<file path="src/rtl/seq_det_pkg.sv">
// Shared types and parameter bounds for the serial pattern detector.
// Optional hit counter is enabled with SEQ_DET_HIT_CNT_EN.
package seq_det_pkg;

    typedef enum logic [1:0] {
        IDLE = 2'b00,
        FILL = 2'b01,
        RUN  = 2'b10
    } state_e;

    localparam int PAT_W_MIN = 2;
    localparam int PAT_W_MAX = 32;
    localparam int CNT_W_MIN = 1;
    localparam int CNT_W_MAX = 16;

endpackage

</file>
<file path="src/rtl/seq_det_hit_counter.sv">
// Saturating hit counter; clr has priority over inc.
// Only instantiated when SEQ_DET_HIT_CNT_EN is defined.
module seq_det_hit_counter #(
    parameter int CNT_W = 8
) (
    input  logic             clk,
    input  logic             rst,
    input  logic             inc,
    input  logic             clr,
    output logic [CNT_W-1:0] count
);

    logic [CNT_W-1:0] count_q;
    logic [CNT_W-1:0] count_d;

    always_comb begin
        count_d = count_q;
        if (clr) begin
            count_d = '0;
        end else if (inc && (count_q != '1)) begin
            count_d = count_q + 1'b1;
        end
    end

    always_ff @(posedge clk) begin
        if (rst) begin
            count_q <= '0;
        end else begin
            count_q <= count_d;
        end
    end

    assign count = count_q;

endmodule

</file>
<file path="src/rtl/mealy_seq_detector.sv">
// Mealy serial pattern detector with runtime-loadable pattern.
// Define SEQ_DET_HIT_CNT_EN to build the saturating hit counter.
module mealy_seq_detector
    import seq_det_pkg::*;
#(
    parameter int PAT_W = 4,
    parameter int CNT_W = 8
) (
    input  logic             clk,
    input  logic             rst,
    input  logic             in_valid,
    input  logic             in,
    input  logic             load,
    input  logic [PAT_W-1:0] pattern,
    input  logic             overlap,
    output logic             out,
    output logic [1:0]       state_o,
    output logic [CNT_W-1:0] hit_count
);

    if (PAT_W < PAT_W_MIN || PAT_W > PAT_W_MAX) begin : g_bad_pat_w
        $error("mealy_seq_detector: PAT_W out of range");
    end
    if (CNT_W < CNT_W_MIN || CNT_W > CNT_W_MAX) begin : g_bad_cnt_w
        $error("mealy_seq_detector: CNT_W out of range");
    end

    localparam int FILL_W = $clog2(PAT_W);

    state_e             state_q, state_d;
    logic [PAT_W-1:0]   pat_q, pat_d;
    logic               ovl_q, ovl_d;
    logic [PAT_W-2:0]   hist_q, hist_d;
    logic [FILL_W-1:0]  fill_q, fill_d;
    logic [PAT_W-1:0]   cand;
    logic               hit;

    assign cand = {hist_q, in};

    always_ff @(posedge clk) begin
        if (rst) begin
            state_q <= IDLE;
            pat_q   <= '0;
            ovl_q   <= 1'b0;
            hist_q  <= '0;
            fill_q  <= '0;
        end else begin
            state_q <= state_d;
            pat_q   <= pat_d;
            ovl_q   <= ovl_d;
            hist_q  <= hist_d;
            fill_q  <= fill_d;
        end
    end

    always_comb begin
        state_d = state_q;
        pat_d   = pat_q;
        ovl_d   = ovl_q;
        hist_d  = hist_q;
        fill_d  = fill_q;
        if (load) begin
            pat_d   = pattern;
            ovl_d   = overlap;
            hist_d  = '0;
            fill_d  = '0;
            state_d = FILL;
        end else begin
            unique case (state_q)
                IDLE: ;
                FILL: begin
                    if (in_valid) begin
                        hist_d = cand[PAT_W-2:0];
                        fill_d = fill_q + 1'b1;
                        if (fill_q == FILL_W'(PAT_W - 2)) begin
                            state_d = RUN;
                        end
                    end
                end
                RUN: begin
                    if (in_valid) begin
                        hist_d = cand[PAT_W-2:0];
                        // Non-overlap restarts the fill so a hit needs PAT_W fresh bits
                        if (hit && !ovl_q) begin
                            state_d = FILL;
                            fill_d  = '0;
                        end
                    end
                end
                default: state_d = IDLE;
            endcase
        end
    end

    always_comb begin
        hit     = in_valid && (state_q == RUN) && (cand == pat_q)
                  && !load && !rst;
        out     = hit;
        state_o = state_q;
    end

`ifdef SEQ_DET_HIT_CNT_EN
    seq_det_hit_counter #(
        .CNT_W (CNT_W)
    ) u_hit_counter (
        .clk   (clk),
        .rst   (rst),
        .inc   (hit),
        .clr   (load),
        .count (hit_count)
    );
`else
    assign hit_count = '0;
`endif

endmodule

</file>
<file path="config.mk">
export PLATFORM = sky130hd
export DESIGN_NAME = mealy_seq_detector
export DESIGN_NICKNAME = d
export VERILOG_FILES = /design/src/rtl/seq_det_pkg.sv /design/src/rtl/seq_det_hit_counter.sv /design/src/rtl/mealy_seq_detector.sv
export SDC_FILE = /design/constraint.sdc
export NUM_CORES = 1
export LEC_CHECK = 0
export ABC_AREA = 1
export CAP_MARGIN = 20
export CELL_PAD_IN_SITES_DETAIL_PLACEMENT = 2
export CELL_PAD_IN_SITES_GLOBAL_PLACEMENT = 2
export CORE_ASPECT_RATIO = 1.75
export CORE_UTILIZATION = 30
export CTS_BUF_LIST = sky130_fd_sc_hd__clkbuf_8
export CTS_CLUSTER_SIZE = 8
export DETAILED_ROUTE_END_ITERATION = 12
export DONT_BUFFER_PORTS = 1
export GPL_TIMING_DRIVEN = 0
export PLACE_DENSITY = 0.81
export SLEW_MARGIN = 20
export SYNTH_ARGS = -nofsm -noshare
export SYNTH_HDL_FRONTEND = slang
export SYNTH_SLANG_ARGS = --single-unit
</file>
<file path="constraint.sdc">
create_clock -name clk -period 1.35 [get_ports clk]
set_input_delay 0.0675 -clock clk [delete_from_list [all_inputs] [get_ports clk]]
set_output_delay 0.0675 -clock clk [all_outputs]
set_load 0.03 [all_outputs]
</file>
Word-level counts from Yosys, hierarchy flattened
Index checks and enable logic that the tools add are counted.
{"block": "op_classes", "shift": 0, "reduce_logical": 16, "magnitude_cmp": 0, "n_eq_ne": 13, "n_addsub": 1, "n_bitwise": 1, "multipliers": 0, "n_div": 0, "muxes": 10}
{"operator": "2-bit two-way mux", "n": 7}
{"operator": "3-bit != test (second input constant)", "n": 4}
{"operator": "2-bit != test (second input constant)", "n": 5}
{"operator": "5-bit AND reduction", "n": 2}
{"operator": "2-bit one-hot mux with 3 select lines", "n": 1}
{"operator": "1-bit logical AND", "n": 5}
{"operator": "2-bit equality test (second input constant)", "n": 2}
{"operator": "4-bit equality test", "n": 1}
{"operator": "2-bit one-hot mux with 2 select lines", "n": 1}
{"operator": "4-bit AND reduction", "n": 1}
{"operator": "2-bit OR reduction", "n": 2}
{"operator": "1-bit logical NOT", "n": 3}
{"operator": "2-bit by 1-bit adder with 2-bit output (second input constant)", "n": 1}
{"operator": "2-bit by 1-bit equality test with 1-bit output (second input constant)", "n": 1}
{"operator": "2-bit logical NOT", "n": 1}
{"operator": "2-bit AND reduction", "n": 1}
{"operator": "2-bit nonzero test", "n": 1}
{"operator": "1-bit two-way mux", "n": 1}
{"operator": "1-bit inverter", "n": 1}
{"block": "word_totals", "ff_bits": 12, "elab_cells": 47, "mem_bits_ro": 0, "latchBits": 0, "memories": 0, "mem_bits_rw": 0}

Logic depth before layout (Yosys ltp)
{"block": "logic_depth", "ltp_word": 10, "ltp_mapped": 11, "ltp_nobuf": 11}

Worst setup path after synthesis
OpenSTA, ideal clock, no wires.
{"block": "synth_path", "path_type": "reg2reg", "start": "register state_q[0] (netlist: state_o[0])", "end": "register state_q[0] (netlist: state_o[0])", "path_stages_with_launch": 11, "setup_ns": 0.109, "slack_ns": -0.344, "period_less_slack_ns": 1.694, "arrival_ns": 1.585, "path_cell_list": "dfxtp_1 > inv_1 > ha_1 > nor2_1 > nor2_1 > a21oi_1 > nand3_2 > nand2_1 > nand3_1 > nand2_1 > inv_1"}
{"block": "synth_via", "elab_chain_cells": 8}
{"element": "start, declared", "line_no": "mealy_seq_detector.sv:30", "rtl": "state_e state_q, state_d;"}
{"element": "start signal, assigned", "line_no": "mealy_seq_detector.sv:48", "rtl": "state_q <= state_d;"}
{"element": "2-bit equality test", "line_no": "mealy_seq_detector.sv:69, mealy_seq_detector.sv:96"}
{"element": "1-bit logical AND (2 in a row)", "line_no": "mealy_seq_detector.sv:96", "rtl": "hit = in_valid && (state_q == RUN) && (cand == pat_q)"}
{"element": "1-bit logical AND (2 in a row)", "line_no": "mealy_seq_detector.sv:97", "rtl": "&& !load && !rst;"}
{"element": "1-bit logical AND", "line_no": "mealy_seq_detector.sv:84", "rtl": "if (hit && !ovl_q) begin"}
{"element": "3-bit != test (no line)"}
{"element": "5-bit AND reduction (no line)"}
Several ways; a longest one is shown, not always the timed one.
A chain may end at the register's enable or synchronous reset.

Worst setup path after layout
{"block": "layout_path", "start": "register state_q[1] (netlist: state_o[1])", "end": "register state_q[0] (netlist: state_o[0])"}
Same word-level chain as after synthesis.

==> impl_metrics.yaml <==
sta:
  postLayoutSetupSlackWorst_ns: -0.1332
  final_max_slew_viol_count: 0
  whs_ns: 0.008727
  skew_ns: 0.0008583
  fin_crit_sh_pct: 109.9
  fin_crit_ns: 1.483
  rsz0062_at_grt: "yes"
  hold_viol: 0
  setup_viol: 6
  max_freq_mhz: 674.2
clock_network:
  cts-buffers-inserted: 3
  path_clk_slew_ns: 0.06
  cts_sinks: 12
  clockBufferDepth: 2
  clock_latency_ns: 0.24
  cts_root_buffer: "clkbuf_8"
  h-tree-depth: 1
  cts_tree: "done"
cells_and_area:
  finish.instance_area_um2: 955.9
  ff_latch_area_um2: 247.7
  layout.nets: 135
  drive_gt1_share_pct: 31.93
  area_growth_pct: 36.19
  multi_input_area_um2: 429.2
  n_fill_cell: 257
  mostFrequentLayoutCells: "inv_1, nand2_1, buf_4"
  utilization_pct: 44.52
  antenna_cells: 0
placed_design:
  hpwl_um: 1425
  placed_cell_area_um2: 789.5
  io_buffers: 0
  finalWeightedCongestion: 0.6922
critical_path:
  cpPeakStageDelay_ns: 0.43
  critPathBufInv: 2
  endpoint: "state_o[0]$_SDFFE_PP0P_"
  reg2regPathDepth: 10
  cp-start-kind: "flop"
  worstSetupStartpoint: "state_o[1]$_SDFFE_PP0P_"
  crit_slowest_cell: "dfxtp_4"
  path_depth: 10
  cp.arrival_ns: 1.63
  critical_path_class: "reg2reg"
  r2r-end: "state_o[0]$_SDFFE_PP0P_"
  crit_chain: "inv_2, ha_4, nor2_4, nor2_1, a21oi_2, nand3_2, nand2_1, nand3_2, nand2_1, inv_1"
  worstReg2RegStart: "state_o[1]$_SDFFE_PP0P_"
  cp_top_family: "simple AND/OR/NAND/NOR gates"
  setup.worst_path.end_class: "flop"
  cp_max_fo: 5
  cp.required_ns: 1.49
  r2r_setup_slack_ns: -0.13
global_route:
  grt_pass1_wl_um: 3194
  antenna_found_initial: 0
  grt_overflow: 0
  first_global_vias: 745
  grt_max_degree: 11
  grt_use_total_pct: 18.29
synth:
  ys_seq_elements: 12
  synth.distinct_cells: 19
  yosysWarnings: 0
  ys_seq_area_share_pct: 34.22
  mappedNetlistArea_um2: 701.9
  synth.avg_cell_area_um2: 7.019
  syn_inst: 100
floorplanning:
  die_area_um2: 2545
  initial_utilization_pct: 32.69
  ios: 21
  die_w_um: 38.57
  core-area_um2: 2147
  die_h_um: 65.99
  num_rows: 22
detailed_routing:
  drt-initial-drc-count: 11
  viasPerCell: 4.811
  drtAntennaViolNets: 0
  firstDrtPassIters: 4
  wirelength_um: 2048
  drc_errors: 0
  vias: 688
  routedWlPerCell_um: 14.32
power:
  p_leak_uw: 0.0004285
  ir_drop_mv: 0.5146
  power.density_nw_per_um2: 1014
  total_power_uw: 969.3
hold_path:
  hold_path.class: "in2reg"
status:
  run_status: "complete, but fails checks"
  violations: "setup timing"
job:
  cap_violations: 0
-- cells by family (layout without fill, tap and decap cells) --
| family | after synthesis | in the layout | share of synthesized area (%) |
|---|---|---|---|
| AO/OA/AOI/OAI | 21 | 21 | 14.97 |
| adder cells (fa/ha/maj) | 5 | 5 | 8.913 |
| buffers and inverters | 25 | 37 | 17.65 |
| flip-flops | 12 | 12 | 34.22 |
| other | 1 | 8 | 0.5342 |
| AND/OR/NAND/NOR | 36 | 36 | 23.71 |
-- power breakdown --
part / internal, uW / total, uW / leakage [uW] / switching [uW]
registers: 370 / 389 / 0.0000999 / 18.8
logic: 69.9 / 178 / 0.000300 / 108
clock network: 258 / 403 / 0.0000288 / 144
total: 698 / 969 / 0.000429 / 271
-- how the worst min path moves through the flow --
stage | end | from | depth (start not counted) | slack (ns)
3_3_place_gp | pat_q[2]$_SDFFE_PP0P_ | pattern[2] | 2 | 0.21
2_1_floorplan | pat_q[2]$_SDFFE_PP0P_ | pattern[2] | 2 | 0.20
4_1_cts | fill_q[0]$_SDFFE_PP0P_ | rst | 3 | 0.004
5_1_grt | hist_q[0]$_SDFFE_PP0P_ | rst | 3 | 0.03
6_report | hist_q[0]$_SDFFE_PP0P_ | in | 2 | 0.009
3_5_place_dp | pat_q[2]$_SDFFE_PP0P_ | pattern[2] | 2 | 0.21
-- state kept, by name, indices dropped and copies added (netlist names) --
name and flops:
fill_q 2, ovl_q 1, state_o 2, pat_q 4, hist_q 3
-- through the flow --
stage / cells / TNS, ns / setup WS [ns]
finish: 143 / -0.5237 / -0.1332
global route: 143 / -1.211 / -0.2540
CTS: 141 / -0.3214 / -0.1399
detailed placement: 131 / -0.4832 / -0.1733
global placement: 131 / -0.2506 / -0.1104
floorplan: 107 / 0 / 0.0002939
-- final cells by class --
cell class / count / share of cell area, %
buffer: 8 / 6.283
tap: 24 / 3.141
inverter: 17 / 6.937
timing repair buffer: 8 / 7.068
multi-input combinational: 70 / 44.90
clock buffer: 4 / 5.759
sequential: 12 / 25.92
-- what timing repair did --
item                                    CTS  global route
setup buffers                             4             1
gates resized for setup                   5             7
pin swaps                                 5             2
hold buffers                              2             1
endpoints found under the setup margin    5             8
endpoints found under the hold margin     1             1
gates cloned                              0             0
-- cell usage after synthesis (all sizes together) --
master	number	area (um2)
a21oi	11	55.05
and3	1	6.260
buf	8	60.06
clkinv	1	3.750
conb	1	3.750
dfxtp	12	240.2
ha	5	62.56
inv	16	60.05
nand2	17	66.32
nand3	3	20.02
nand4	3	18.77
nor2	12	55.06
o21ai	10	50.05
-- metal layers --
layer | track usage, % | up-vias | share of wire, %
li1 | - | 341 | -
met1 | 17.05 | 331 | 31
met2 | 34.58 | 11 | 65
met3 | 2.357 | 5 | 1.9
met4 | 10.34 | 0 | 2.1
met5 | 0 | - | 0
No activity file was read; power rests on OpenSTA's default activity.
